File: config.mk
export PLATFORM = sky130hd
export DESIGN_NAME = cond_it_unit_flat
export DESIGN_NICKNAME = d
export VERILOG_FILES = /design/src/rtl/cond_it_unit_if.sv /design/src/rtl/cond_it_unit.sv /design/src/flat_wrapper.sv
export SDC_FILE = /design/constraint.sdc
export NUM_CORES = 1
export LEC_CHECK = 0
export ABC_AREA = 1
export CORE_ASPECT_RATIO = 2
export CORE_UTILIZATION = 44
export DETAILED_ROUTE_END_ITERATION = 10
export PLACE_DENSITY = 0.87
export SKIP_CTS_REPAIR_TIMING = 1
export SYNTH_ARGS = -nofsm -noshare
export SYNTH_HDL_FRONTEND = slang
export SYNTH_SLANG_ARGS = --single-unit
File: constraint.sdc
create_clock -name clk -period 1.6 [get_ports clk]
set_input_delay 0.32 -clock clk [delete_from_list [all_inputs] [get_ports clk]]
set_output_delay 0.32 -clock clk [all_outputs]
set_load 0.1 [all_outputs]
File: src/rtl/cond_it_unit_if.sv
// Execute-stage control/flag bundle between decode, ALU and the condition/IT unit.
// The master drives instruction and ALU fields; the slave returns execute and sequencer state.
interface cond_it_unit_if #(
    parameter int FLAG_W   = 5,
    parameter int IT_DEPTH = 4,
    parameter int CNT_W    = $clog2(IT_DEPTH + 1)
);
    logic                adv_i;
    logic                flush_i;
    logic [3:0]          cond_i;
    logic [FLAG_W-1:0]   alu_flags_i;
    logic [2:0]          flags_write_i;
    logic                flags_we_i;
    logic [FLAG_W-1:0]   flags_wdata_i;
    logic                it_start_i;
    logic [3:0]          it_firstcond_i;
    logic [CNT_W-1:0]    it_len_i;
    logic [IT_DEPTH-1:0] it_te_i;

    logic                cond_ex_o;
    logic [FLAG_W-1:0]   flags_o;
    logic                it_active_o;
    logic [3:0]          it_cond_o;
    logic [CNT_W-1:0]    it_remaining_o;
    logic                it_err_o;

    modport master (
        output adv_i, flush_i, cond_i, alu_flags_i, flags_write_i, flags_we_i,
               flags_wdata_i, it_start_i, it_firstcond_i, it_len_i, it_te_i,
        input  cond_ex_o, flags_o, it_active_o, it_cond_o, it_remaining_o, it_err_o
    );

    modport slave (
        input  adv_i, flush_i, cond_i, alu_flags_i, flags_write_i, flags_we_i,
               flags_wdata_i, it_start_i, it_firstcond_i, it_len_i, it_te_i,
        output cond_ex_o, flags_o, it_active_o, it_cond_o, it_remaining_o, it_err_o
    );
endinterface

File: src/rtl/cond_it_unit.sv
// Flag register {Q,N,Z,C,V}, condition evaluation and IT-block sequencer for the Execute stage.
// cond_ex_o is combinational; flag and sequencer updates land one cycle after an adv_i edge.
module cond_it_unit #(
    parameter int FLAG_W   = 5,
    parameter int IT_DEPTH = 4,
    parameter int CNT_W    = $clog2(IT_DEPTH + 1)
) (
    input  logic           clk,
    input  logic           reset,
    cond_it_unit_if.slave  bus
);
    localparam int SLOT_W = $clog2(IT_DEPTH);
    localparam int Q_B = 4;
    localparam int N_B = 3;
    localparam int Z_B = 2;
    localparam int C_B = 1;
    localparam int V_B = 0;

    typedef enum logic [0:0] {IDLE = 1'b0, ACTIVE = 1'b1} state_t;

    state_t              r_state, w_nxt_state;
    logic [SLOT_W-1:0]   r_slot, w_nxt_slot;
    logic [CNT_W-1:0]    r_remaining, w_nxt_remaining;
    logic [3:0]          r_firstcond, w_nxt_firstcond;
    logic [IT_DEPTH-1:0] r_te, w_nxt_te;
    logic                r_err, w_nxt_err;
    logic [FLAG_W-1:0]   r_flags;

    logic [3:0]          w_it_cond;
    logic [3:0]          w_eff_cond;
    logic                w_cond_ex;
    logic                w_len_ok;
    logic                w_start_ok;

    // Low bit of the code inverts the base test; 111x gives always/never.
    function automatic logic f_cond_pass(input logic [3:0] c, input logic [FLAG_W-1:0] f);
        logic base;
        unique case (c[3:1])
            3'b000:  base = f[Z_B];
            3'b001:  base = f[C_B];
            3'b010:  base = f[N_B];
            3'b011:  base = f[V_B];
            3'b100:  base = f[C_B] & ~f[Z_B];
            3'b101:  base = (f[N_B] == f[V_B]);
            3'b110:  base = ~f[Z_B] & (f[N_B] == f[V_B]);
            default: base = 1'b1;
        endcase
        return base ^ c[0];
    endfunction

    always_comb begin
        w_it_cond = 4'b1110;
        if (r_state == ACTIVE)
            w_it_cond = r_te[r_slot] ? r_firstcond : {r_firstcond[3:1], ~r_firstcond[0]};
    end

    assign w_eff_cond = (r_state == ACTIVE) ? w_it_cond : bus.cond_i;
    assign w_cond_ex  = f_cond_pass(w_eff_cond, r_flags);

    always_ff @(posedge clk or posedge reset) begin
        if (reset) begin
            r_flags <= '0;
        end else if (bus.adv_i) begin
            if (bus.flags_we_i) begin
                r_flags <= bus.flags_wdata_i;
            end else if (w_cond_ex) begin
                if (bus.flags_write_i[0]) begin
                    r_flags[C_B] <= bus.alu_flags_i[C_B];
                    r_flags[V_B] <= bus.alu_flags_i[V_B];
                end
                if (bus.flags_write_i[1]) begin
                    r_flags[N_B] <= bus.alu_flags_i[N_B];
                    r_flags[Z_B] <= bus.alu_flags_i[Z_B];
                end
                if (bus.flags_write_i[2])
                    r_flags[Q_B] <= r_flags[Q_B] | bus.alu_flags_i[Q_B];
            end
        end
    end

    assign w_len_ok   = (bus.it_len_i != '0) && (bus.it_len_i <= CNT_W'(IT_DEPTH));
    assign w_start_ok = (r_state == IDLE) && w_len_ok && bus.it_te_i[0]
                        && (bus.it_firstcond_i != 4'b1111);

    always_ff @(posedge clk or posedge reset) begin
        if (reset) begin
            r_state     <= IDLE;
            r_slot      <= '0;
            r_remaining <= '0;
            r_firstcond <= 4'b1110;
            r_te        <= '0;
            r_err       <= 1'b0;
        end else begin
            r_state     <= w_nxt_state;
            r_slot      <= w_nxt_slot;
            r_remaining <= w_nxt_remaining;
            r_firstcond <= w_nxt_firstcond;
            r_te        <= w_nxt_te;
            r_err       <= w_nxt_err;
        end
    end

    // Flush wins over both a new IT start and a slot advance.
    always_comb begin
        w_nxt_state     = r_state;
        w_nxt_slot      = r_slot;
        w_nxt_remaining = r_remaining;
        w_nxt_firstcond = r_firstcond;
        w_nxt_te        = r_te;
        w_nxt_err       = bus.adv_i & bus.it_start_i & ~w_start_ok;
        if (bus.flush_i) begin
            w_nxt_state     = IDLE;
            w_nxt_slot      = '0;
            w_nxt_remaining = '0;
        end else if (bus.adv_i) begin
            unique case (r_state)
                IDLE: begin
                    if (bus.it_start_i && w_start_ok) begin
                        w_nxt_state     = ACTIVE;
                        w_nxt_slot      = '0;
                        w_nxt_remaining = bus.it_len_i;
                        w_nxt_firstcond = bus.it_firstcond_i;
                        w_nxt_te        = bus.it_te_i;
                    end
                end
                ACTIVE: begin
                    if (r_remaining == CNT_W'(1)) begin
                        w_nxt_state     = IDLE;
                        w_nxt_slot      = '0;
                        w_nxt_remaining = '0;
                    end else begin
                        w_nxt_slot      = r_slot + 1'b1;
                        w_nxt_remaining = r_remaining - 1'b1;
                    end
                end
                default: w_nxt_state = IDLE;
            endcase
        end
    end

    assign bus.cond_ex_o      = w_cond_ex;
    assign bus.flags_o        = r_flags;
    assign bus.it_active_o    = (r_state == ACTIVE);
    assign bus.it_cond_o      = w_it_cond;
    assign bus.it_remaining_o = r_remaining;
    assign bus.it_err_o       = r_err;
endmodule

File: src/flat_wrapper.sv
// flat-port wrapper written by rule: the top's interface ports become plain ports
module cond_it_unit_flat 
#(
    parameter int FLAG_W   = 5,
    parameter int IT_DEPTH = 4,
    parameter int CNT_W    = $clog2(IT_DEPTH + 1)
)
  (clk, reset, bus_adv_i, bus_flush_i, bus_cond_i, bus_alu_flags_i, bus_flags_write_i, bus_flags_we_i, bus_flags_wdata_i, bus_it_start_i, bus_it_firstcond_i, bus_it_len_i, bus_it_te_i, bus_cond_ex_o, bus_flags_o, bus_it_active_o, bus_it_cond_o, bus_it_remaining_o, bus_it_err_o);
  cond_it_unit_if #(.FLAG_W(FLAG_W), .IT_DEPTH(IT_DEPTH), .CNT_W(CNT_W)) bus_i ();
  input  logic clk;
  input  logic reset;
  input wire logic [$bits(bus_i.adv_i)-1:0] bus_adv_i;
  input wire logic [$bits(bus_i.flush_i)-1:0] bus_flush_i;
  input wire logic [$bits(bus_i.cond_i)-1:0] bus_cond_i;
  input wire logic [$bits(bus_i.alu_flags_i)-1:0] bus_alu_flags_i;
  input wire logic [$bits(bus_i.flags_write_i)-1:0] bus_flags_write_i;
  input wire logic [$bits(bus_i.flags_we_i)-1:0] bus_flags_we_i;
  input wire logic [$bits(bus_i.flags_wdata_i)-1:0] bus_flags_wdata_i;
  input wire logic [$bits(bus_i.it_start_i)-1:0] bus_it_start_i;
  input wire logic [$bits(bus_i.it_firstcond_i)-1:0] bus_it_firstcond_i;
  input wire logic [$bits(bus_i.it_len_i)-1:0] bus_it_len_i;
  input wire logic [$bits(bus_i.it_te_i)-1:0] bus_it_te_i;
  output wire logic [$bits(bus_i.cond_ex_o)-1:0] bus_cond_ex_o;
  output wire logic [$bits(bus_i.flags_o)-1:0] bus_flags_o;
  output wire logic [$bits(bus_i.it_active_o)-1:0] bus_it_active_o;
  output wire logic [$bits(bus_i.it_cond_o)-1:0] bus_it_cond_o;
  output wire logic [$bits(bus_i.it_remaining_o)-1:0] bus_it_remaining_o;
  output wire logic [$bits(bus_i.it_err_o)-1:0] bus_it_err_o;
  assign bus_i.adv_i = bus_adv_i;
  assign bus_i.flush_i = bus_flush_i;
  assign bus_i.cond_i = bus_cond_i;
  assign bus_i.alu_flags_i = bus_alu_flags_i;
  assign bus_i.flags_write_i = bus_flags_write_i;
  assign bus_i.flags_we_i = bus_flags_we_i;
  assign bus_i.flags_wdata_i = bus_flags_wdata_i;
  assign bus_i.it_start_i = bus_it_start_i;
  assign bus_i.it_firstcond_i = bus_it_firstcond_i;
  assign bus_i.it_len_i = bus_it_len_i;
  assign bus_i.it_te_i = bus_it_te_i;
  assign bus_cond_ex_o = bus_i.cond_ex_o;
  assign bus_flags_o = bus_i.flags_o;
  assign bus_it_active_o = bus_i.it_active_o;
  assign bus_it_cond_o = bus_i.it_cond_o;
  assign bus_it_remaining_o = bus_i.it_remaining_o;
  assign bus_it_err_o = bus_i.it_err_o;
  cond_it_unit #(.FLAG_W(FLAG_W), .IT_DEPTH(IT_DEPTH), .CNT_W(CNT_W)) u_core (.clk(clk), .reset(reset), .bus(bus_i));
endmodule
==> flow_metrics.env, run 1 <==
export IMPL_outcome="complete, but fails checks"
export IMPL_violations="negative setup slack"
export IMPL_num_antenna_cells=0
export IMPL_worst_r2r_path_depth=17
export IMPL_dr_pass1_iters=4
export IMPL_dp_hpwl_mm=3.16
export IMPL_synth_area_top_cells="dfrtp_1 (32%), nand2_1 (19%), inv_1 (7.8%), dfstp_2 (5.9%), nor2_1 (5.3%)"
export IMPL_fp_dieH_um=80.1
export IMPL_ys_types=28
export IMPL_initial_core_util_pct=45.6
export IMPL_ios=49
export IMPL_cts_sinks=20
export IMPL_finalSetupViolCount=22
export IMPL_worstReg2RegEnd="u_core.bus.flags_o[0]$_DFFE_PP0P_"
export IMPL_design_die_area_um2=3290
export IMPL_cts_buffers=3
export IMPL_max_slew_margin_pct=76.2
export IMPL_vias=1779
export IMPL_tightestPinTransition_ns=0.355
export IMPL_antenna_found_initial=0
export IMPL_rsz0062_at_grt="yes"
export IMPL_rows=28
export IMPL_area_growth_synth_to_final_pct=100
export IMPL_grt_pass1_wl_mm=6.19
export IMPL_vdd_ir_drop_worst_mv=0.840
export IMPL_placed_area_um2=2290
export IMPL_fmax_ghz=0.441
export IMPL_worst_slack_ns=-0.670
export IMPL_cp_slowest_cell="dfrtp_4"
export IMPL_critPathLaunch="u_core.bus.it_active_o$_DFFE_PP0P_"
export IMPL_syn_nets=231
export IMPL_clk_latency_ns=0.27
export IMPL_finalCritPeriodShare_pct=142
export IMPL_leakage_nw=1.36
export IMPL_track_usage_pct=27.6
export IMPL_cts_tree="built"
export IMPL_grt_pass1_vias=1563
export IMPL_dp_cells=297
export IMPL_place_gp_congestion=0.837
export IMPL_ys_seq_area_share_pct=37.6
export IMPL_yosys_warnings=0
export IMPL_slew_viol_final=0
export IMPL_ys_flop_type="dfrtp_1"
export IMPL_drv_cap=0
export IMPL_cp_cell_sequence="buf_6 -> o21ai_4 -> nand2_2 -> inv_2 -> nand2_2 -> nand2_1 -> nand2_1 -> nand2_2 -> nand2_2 -> nand2_4 -> nand2_8 -> buf_12"
export IMPL_path_class="register to output pin"
export IMPL_routed_wirelength_mm=6.00
export IMPL_syn_area_um2=1340
export IMPL_grt_max_degree=21
export IMPL_synthCells=195
export IMPL_holdWs_ns=0.375
export IMPL_drc_errors=0
export IMPL_cp_required_ns=1.28
export IMPL_total_power_mw=2.66
export IMPL_cts_clk_slew_worst_paths_ns=0.07
export IMPL_portBuffers=48
export IMPL_slowest_delay_ns=0.54
export IMPL_cp_data_arrival_time_ns=1.95
export IMPL_fin_util_pct=91.2
export IMPL_r2r_start="u_core.bus.it_active_o$_DFFE_PP0P_"
export IMPL_start_kind="register"
export IMPL_place_ws_ns=-0.483
export IMPL_fin_area_um2=2690
export IMPL_root_buffer="clkbuf_8"
export IMPL_grt_ovfl_total=0
export IMPL_async_reset_ff_share_pct=100
export IMPL_power_per_cell_area_nw_per_um2=991
export IMPL_timing_final_hold_violations=0
export IMPL_postRouteAntennaNets=0
export IMPL_finalSetupTns_ns=-4.34
export IMPL_clk_path_buf_depth=2
export IMPL_crit_fanout=4
export IMPL_cp_common_cell="nand2_2"
export IMPL_worstHoldPathType="primary input to register"
export IMPL_cts_max_level=1
export IMPL_core_um2=2940
export IMPL_drt_iter0_drc=99
export IMPL_endpoint="bus_cond_ex_o"
export IMPL_synth_seq_cells=20
export IMPL_drive_gt1_share_pct=43.9
export IMPL_postSynthAreaPerCell_um2=6.88
export IMPL_crit_path_end_kind="output pin"
export IMPL_netlist_area_leader_share_pct=31.7
export IMPL_period_minus_slack_ns=2.27
export IMPL_r2r_slack_ns=-0.57
export IMPL_wl_per_cell_um=19.4
export IMPL_vias_per_cell=5.74
export IMPL_clock_skew_ns=0.00405
export IMPL_final_nets=317
export IMPL_synth_edf_count=0
export IMPL_instances_no_fill=310
export IMPL_synthTopCellsByCount="nand2_1 (67), inv_1 (28), nor2_1 (19)"
export IMPL_nFillCells=108
export IMPL_synth_most_common_cell="nand2_1"
export IMPL_dieWidth_um=41.1
export IMPL_yosysTopAreaCell="dfrtp_1"
## where the power goes
part,internal [mW],switching (mW)
clock network,0.178,0.170
logic,0.628,0.935
registers,0.630,0.120
## metal layers
layer / vias to the layer above / GRT usage, % / wire length (um)
li1: 778 / - / -
met1: 864 / 26.2 / 1980
met2: 103 / 49.7 / 3350
met3: 34 / 2.76 / 309
met4: 0 / 17.0 / 364
met5: - / 0 / 0
## placed cells by master (no fill, tap or decap), types with 8 or more instances in the layout
cell type,count
nor2_4,8
nand3_1,12
buf_12,17
nand2_4,9
buf_4,28
dfrtp_1,13
nand2_1,48
nor2_1,10
nand2_2,12
inv_1,21
clkdlybuf4s50_1,26
## critical path, delay by kind of cell (launching register included)
kind	cells	cell delay, ns
and+or+nand+nor	8	0.60
DFF	1	0.54
buffers and inverters	3	0.38
AOI/OAI and AO/OA	1	0.16
## cell type report
cell class / count / area [um2] / share of cell area [%]
inverter: 29 / 114 / 4.24
tap: 30 / 37.5 / 1.40
timing repair buffer: 85 / 977 / 36.4
sequential: 20 / 512 / 19.1
multi-input combinational: 142 / 1000 / 37.2
clock buffer: 4 / 45.0 / 1.68
## worst min path at each step
stage | from | end | slack, ns | depth (start not counted)
after floorplan | reset | u_core.bus.flags_o[0]$_DFFE_PP0P_ | 0.28 | 1
after global placement | u_core.r_te[0]$_DFFE_PP0P_ | u_core.r_te[0]$_DFFE_PP0P_ | 0.45 | 2
after detailed placement | u_core.r_te[0]$_DFFE_PP0P_ | u_core.r_te[0]$_DFFE_PP0P_ | 0.47 | 2
after CTS | reset | u_core.bus.flags_o[4]$_DFFE_PP0P_ | 0.39 | 3
after global routing | reset | u_core.bus.flags_o[4]$_DFFE_PP0P_ | 0.39 | 3
final | bus_it_firstcond_i[2] | u_core.r_firstcond[2]$_DFFE_PP1P_ | 0.37 | 3
## cell families (layout without fill, tap and decap cells)
group,after synthesis,in the layout,share of synthesized area [%]
AO/OA/AOI/OAI,20,20,8.11
multiplexers,3,3,2.80
XOR/XNOR,3,3,1.96
AND/OR/NAND/NOR,114,114,37.7
flip-flops,20,20,37.6
buffers and inverters,33,118,9.97
adder cells (fa/ha/maj),2,2,1.86
## flip-flops by register name, summed over array words and instances, names as in the netlist
name and cells:
u_core.bus.it_remaining_o 3, u_core.bus.it_err_o 1, u_core.r_firstcond 4, u_core.r_te 4, u_core.bus.flags_o 5, u_core.bus.it_active_o 1, u_core.r_slot 2
No activity file was read; power rests on OpenSTA's default activity.
==> inputs of run 2 (changes only) <==
Settings changed: ABC_AREA 1 to not set, CAP_MARGIN set to 5, CORE_UTILIZATION 44 to 47, PLACE_DENSITY 0.87 to 0.93.
Clock period 1.6 ns to 2.8 ns, I/O delays scaled along.
==> run 2 against run 1 <==
  * The flow now finishes without violations
  * Largest cell class unchanged
  * Sequential share of layout area increased by 8.3 points
  * Design area shrank 31%
  * Final cell count decreased by 32%
  * Clock skew is 0.0033 ns higher
  * Count of clock-buffer cells in the layout unchanged
  * Utilization shrank 19 points
  * Die area shrank 10%
  * Register-to-register slack improved by 1.1 ns
  * First-iteration DRC count shrank 68%
  * Synthesized cell count is 32% lower
==> flow_metrics.env, run 2 <==
export IMPL_cts_buffers=3
export IMPL_cp_required_ns=2.24
export IMPL_seqCellArea_um2=510
export IMPL_synth_compound_area_share_pct=20.2
export IMPL_wl_per_cell_um=15.6
export IMPL_num_antenna_cells=0
export IMPL_synthTopCellsByCount="dfrtp_1 (17), nand2_1 (15), nor2_1 (10)"
export IMPL_p_seq_share_pct=35.6
export IMPL_cp_data_arrival_time_ns=2.18
export IMPL_vias_per_cell=5.75
export IMPL_area_growth_synth_to_final_pct=45.0
export IMPL_core_um2=2570
export IMPL_fp_dieH_um=75.9
export IMPL_netlist_area_leader_share_pct=33.1
export IMPL_grt_max_degree=21
export IMPL_outcome="finished clean"
export IMPL_timing_final_hold_violations=0
export IMPL_instances_no_fill=211
export IMPL_fin_util_pct=72.5
export IMPL_place_gp_congestion=0.801
export IMPL_drive_gt1_share_pct=25.1
export IMPL_synth_edf_count=0
export IMPL_crit_fanout=3
export IMPL_max_slew_margin_pct=53.4
export IMPL_clk_latency_ns=0.26
export IMPL_worstHoldPathType="register to register"
export IMPL_start_kind="primary input"
export IMPL_ios=49
export IMPL_routed_wirelength_mm=3.30
export IMPL_fmax_ghz=0.364
export IMPL_intPower_mw=0.670
export IMPL_clkPwrFrac_pct=18.2
export IMPL_worst_slack_ns=0.0563
export IMPL_period_minus_slack_ns=2.74
export IMPL_postSynthAreaPerCell_um2=9.66
export IMPL_dieWidth_um=39.0
export IMPL_tightestPinTransition_ns=0.698
export IMPL_cp_cell_sequence="clkdlybuf4s50_1 -> mux2_2 -> o21ai_1 -> nand2b_1 -> a31oi_4 -> xor2_4 -> buf_12"
export IMPL_synthCells=133
export IMPL_multiInputGateArea_um2=741
export IMPL_slowest_delay_ns=0.41
export IMPL_yosys_warnings=0
export IMPL_cp_slowest_cell="clkdlybuf4s50_1"
export IMPL_finalSetupTns_ns=0
export IMPL_initial_core_util_pct=50.0
export IMPL_leakage_nw=0.787
export IMPL_p_sw_share_pct=42.4
export IMPL_cts_tree="built"
export IMPL_holdWs_ns=0.478
export IMPL_finalSetupViolCount=0
export IMPL_dr_pass1_iters=4
export IMPL_pwr_share_comb_pct=46.2
export IMPL_largest_register_ffs=5
export IMPL_synth_area_mux_share_pct=12.2
export IMPL_drc_errors=0
export IMPL_cts_sinks=20
export IMPL_syn_area_um2=1280
export IMPL_ys_flop_type="dfrtp_1"
export IMPL_fin_area_um2=1860
export IMPL_async_reset_ff_share_pct=100
export IMPL_synth_area_top_cells="dfrtp_1 (33%), mux2_2 (7.0%), dfstp_2 (6.1%), nand2_1 (4.4%), o21ai_0 (3.5%)"
export IMPL_track_usage_pct=24.8
export IMPL_final_common_cell="clkdlybuf4s50_1"
export IMPL_vias=1213
export IMPL_crit_path_end_kind="output pin"
export IMPL_cts_clk_slew_worst_paths_ns=0.07
export IMPL_drv_cap=0
export IMPL_synth_fa_ha_area_share_pct=1.95
export IMPL_ys_types=39
export IMPL_p_switching_mw=0.494
export IMPL_nFillCells=186
export IMPL_rsz0062_at_grt="no"
export IMPL_final_nets=220
export IMPL_synth_most_common_cell="dfrtp_1"
export IMPL_vdd_ir_drop_worst_mv=0.424
export IMPL_antenna_found_initial=0
export IMPL_synth_top_family_by_area="compound AO/OA/AOI/OAI gates"
export IMPL_design_die_area_um2=2960
export IMPL_dp_cells=207
export IMPL_drt_iter0_drc=32
export IMPL_syn_nets=169
export IMPL_total_power_mw=1.16
export IMPL_grt_pass1_vias=1291
export IMPL_clock_skew_ns=0.00736
export IMPL_synth_seq_cells=20
export IMPL_grt_pass1_wl_mm=5.32
export IMPL_dp_hpwl_mm=2.67
export IMPL_slew_viol_final=0
export IMPL_synth_xor_area_share_pct=4.19
export IMPL_postRouteAntennaNets=0
export IMPL_rows=26
export IMPL_root_buffer="clkbuf_8"
export IMPL_cts_max_level=1
export IMPL_placed_area_um2=1800
export IMPL_ys_seq_area_share_pct=39.2
export IMPL_portBuffers=48
export IMPL_power_per_cell_area_nw_per_um2=625
export IMPL_path_class="primary input to output pin"
export IMPL_place_ws_ns=-0.0602
export IMPL_yosys_area_share_simple_pct=17.9
export IMPL_finalCritPeriodShare_pct=98.0
export IMPL_layout_common_cells="clkdlybuf4s50_1 (31), buf_4 (16), nand2_1 (15)"
export IMPL_clk_path_buf_depth=2
export IMPL_yosysTopAreaCell="dfrtp_1"
export IMPL_grt_ovfl_total=0
## run 2: cell types whose count changed after synthesis, moves of 6 or more
cell / previous run / this run
mux2_2: 2 / 8
inv_1: 28 / 7
nand2_1: 67 / 15
nand2b_1: 0 / 6
nor2_1: 19 / 10
nand2_2: 6 / 0
nand3_1: 13 / 4
## run 2: area by class of cell
class	count	area share, %
multi-input combinational	101	39.8
tap	28	1.88
timing repair buffer	51	26.6
inverter	7	1.41
clock buffer	4	2.95
sequential	20	27.4
## run 2: logic make-up (layout without fill, tap and decap cells)
| family | after synthesis | count (layout) |
|---|---|---|
| and+or+nand+nor | 47 | 47 |
| DFF | 20 | 20 |
| xor gates and xnor gates | 4 | 4 |
| muxes | 13 | 13 |
| buffers and inverters | 12 | 62 |
| adders and majority gates | 2 | 2 |
| AOI/OAI and AO/OA | 35 | 35 |
## run 2: per-layer routing
layer	global-route usage [%]	wire length (um)
met5	0	0
met4	11.4	53
met3	2.05	97
met2	45.5	1940
met1	25.4	1210
## run 2: power by group through the flow
stage | logic (mW) | clock network (mW) | registers (mW)
3_5_place_dp | 0.539 | 0 | 0.415
6_report | 0.538 | 0.212 | 0.415
4_1_cts | 0.540 | 0.217 | 0.410
5_1_grt | 0.561 | 0.230 | 0.420
3_3_place_gp | 0.525 | 0 | 0.409
2_1_floorplan | 0.226 | 0 | 0.557
## run 2: final timing paths
kind | start | end | slack, ns | cells past startpoint
max in group asynchronous | reset | u_core.bus.it_active_o$_DFFE_PP0P_ | 1.56 | 2
max | bus_cond_i[3] | bus_cond_ex_o | 0.06 | 7
max reg2reg | u_core.bus.it_active_o$_DFFE_PP0P_ | u_core.bus.flags_o[2]$_DFFE_PP0P_ | 0.52 | 8
min reg2reg | u_core.r_te[0]$_DFFE_PP0P_ | u_core.r_te[0]$_DFFE_PP0P_ | 0.48 | 1
min | u_core.r_te[0]$_DFFE_PP0P_ | u_core.r_te[0]$_DFFE_PP0P_ | 0.48 | 1
min in group asynchronous | reset | u_core.bus.it_remaining_o[2]$_DFFE_PP0P_ | 0.72 | 2
## run 2: critical path: cells and delay by family
kind | cells | cell delay, ns
AO/OA/AOI/OAI | 2 | 0.37
XOR/XNOR | 1 | 0.20
buffers and inverters | 2 | 0.60
multiplexers | 1 | 0.31
AND/OR/NAND/NOR | 1 | 0.13
==> inputs of run 3 (changes only) <==
Settings changed: GPL_TIMING_DRIVEN set to 0.
==> run 3 against run 2 <==
  * Sequential share of layout area is 0.42 points lower
  * Via count grew 4.3%
  * Clock skew decreased by 0.0060 ns
  * Global-route usage is 0.90 points higher
  * Non-clock buffer count increased by 2
  * Critical path type unchanged
  * Critical endpoint unchanged
  * Highest routed layer unchanged
==> flow_metrics.env, run 3 (same netlist as run 2, synthesis figures left out) <==
export IMPL_outcome="finished clean"
export IMPL_leakage_nw=0.771
export IMPL_finalSetupTns_ns=0
export IMPL_slew_viol_final=0
export IMPL_grt_pass1_wl_mm=5.59
export IMPL_track_usage_pct=25.7
export IMPL_initial_core_util_pct=50.0
export IMPL_worst_slack_ns=0.0750
export IMPL_portBuffers=47
export IMPL_cp_required_ns=2.24
export IMPL_final_nets=222
export IMPL_fmax_ghz=0.367
export IMPL_routed_wirelength_mm=3.39
export IMPL_timing_final_hold_violations=0
export IMPL_placed_area_um2=1810
export IMPL_place_ws_ns=-1.15
export IMPL_rows=26
export IMPL_vias_per_cell=5.94
export IMPL_antenna_found_initial=0
export IMPL_wl_per_cell_um=15.9
export IMPL_cts_clk_slew_worst_paths_ns=0.07
export IMPL_worstHoldPathType="register to register"
export IMPL_layout_common_cells="clkdlybuf4s50_1 (40), nand2_1 (15), dfrtp_1 (14)"
export IMPL_grt_pass1_vias=1357
export IMPL_total_power_mw=1.15
export IMPL_design_die_area_um2=2960
export IMPL_instances_no_fill=213
export IMPL_hp_start="u_core.r_te[0]$_DFFE_PP0P_"
export IMPL_dp_cells=208
export IMPL_start_kind="primary input"
export IMPL_cts_tree="built"
export IMPL_clock_skew_ns=0.00137
export IMPL_largest_register_ffs=5
export IMPL_worst_r2r_path_depth=9
export IMPL_ios=49
export IMPL_fp_dieH_um=75.9
export IMPL_cts_sinks=20
export IMPL_core_um2=2570
export IMPL_root_buffer="clkbuf_8"
export IMPL_vdd_ir_drop_worst_mv=0.397
export IMPL_hold_depth=1
export IMPL_drv_cap=0
export IMPL_max_slew_margin_pct=34.4
export IMPL_r2r_slack_ns=0.52
export IMPL_tightestPinTransition_ns=0.981
export IMPL_finalSetupViolCount=0
export IMPL_drc_errors=0
export IMPL_cts_max_level=1
export IMPL_cts_buffers=3
export IMPL_min_to="u_core.r_te[0]$_DFFE_PP0P_"
export IMPL_crit_path_end_kind="output pin"
export IMPL_power_per_cell_area_nw_per_um2=606
export IMPL_drive_gt1_share_pct=18.4
export IMPL_num_antenna_cells=0
export IMPL_dp_hpwl_mm=2.74
export IMPL_r2r_start="u_core.bus.it_active_o$_DFFE_PP0P_"
export IMPL_period_minus_slack_ns=2.72
export IMPL_postRouteAntennaNets=0
export IMPL_vias=1265
export IMPL_final_common_cell="clkdlybuf4s50_1"
export IMPL_drt_iter0_drc=36
export IMPL_crit_fanout=3
export IMPL_grt_ovfl_total=0
export IMPL_clk_path_buf_depth=2
export IMPL_area_growth_synth_to_final_pct=47.2
export IMPL_grt_max_degree=21
export IMPL_finalCritPeriodShare_pct=97.3
export IMPL_place_gp_congestion=0.851
export IMPL_path_class="primary input to output pin"
export IMPL_dr_pass1_iters=4
export IMPL_rsz0062_at_grt="yes"
export IMPL_cp_data_arrival_time_ns=2.16
export IMPL_fin_area_um2=1890
export IMPL_clk_latency_ns=0.25
export IMPL_dieWidth_um=39.0
export IMPL_worstReg2RegEnd="u_core.bus.flags_o[3]$_DFFE_PP0P_"
[run 3: worst max-delay path, stage by stage]
cell,delay (ns)
clkdlybuf4s50_1,0.42
mux2_2,0.31
o21ai_1,0.13
nand2b_1,0.11
a31oi_4,0.21
xor2_4,0.22
buf_12,0.20
[run 3: how the worst max path moves through the flow]
stage                                       startpoint       endpoint  slack, ns  depth (start not counted)
floorplan                 u_core.r_slot[1]$_DFFE_PP0P_  bus_cond_ex_o      -0.08                          5
global placement                         bus_cond_i[2]  bus_cond_ex_o      -1.06                          7
detailed placement                       bus_cond_i[2]  bus_cond_ex_o      -1.15                          7
CTS                                      bus_cond_i[2]  bus_cond_ex_o      -1.16                          7
global route        u_core.bus.it_active_o$_DFFE_PP0P_  bus_cond_ex_o      -0.01                          7
finish                                   bus_cond_i[3]  bus_cond_ex_o       0.08                          7
[run 3: area by class of cell]
type / count / area [um2]
Buffer: 5 / 30.0
Clock buffer: 4 / 45.0
Fill cell: 193 / 678
Inverter: 7 / 26.3
Multi-Input combinational cell: 101 / 749
Sequential cell: 20 / 510
Tap cell: 28 / 35.0
Timing Repair Buffer: 48 / 495
[run 3: where the power goes]
| part | internal (mW) | total [mW] | leakage, nW | switching, mW |
|---|---|---|---|---|
| combinational | 0.200 | 0.550 | 0.513 | 0.350 |
| clock | 0.101 | 0.185 | 0.0228 | 0.0840 |
| sequential | 0.354 | 0.411 | 0.236 | 0.0566 |
| total | 0.655 | 1.15 | 0.771 | 0.491 |
[run 3: per-layer routing]
metal	up-vias	track usage [%]	routed length [um]
met2	46	46.5	1990
met1	619	27.8	1170
met5	-	0	0
li1	588	-	-
met3	12	2.05	121
met4	0	10.7	110
[run 3: per-stage QoR]
| step | util, % | hold WS (ns) |
|---|---|---|
| after detailed placement | 70.4 | 0.453 |
| after CTS | 72.2 | 0.471 |
| after global placement | 70.4 | 0.444 |
| after global routing | 73.6 | 0.490 |
| final | 73.6 | 0.467 |
| after floorplan | - | 0.430 |
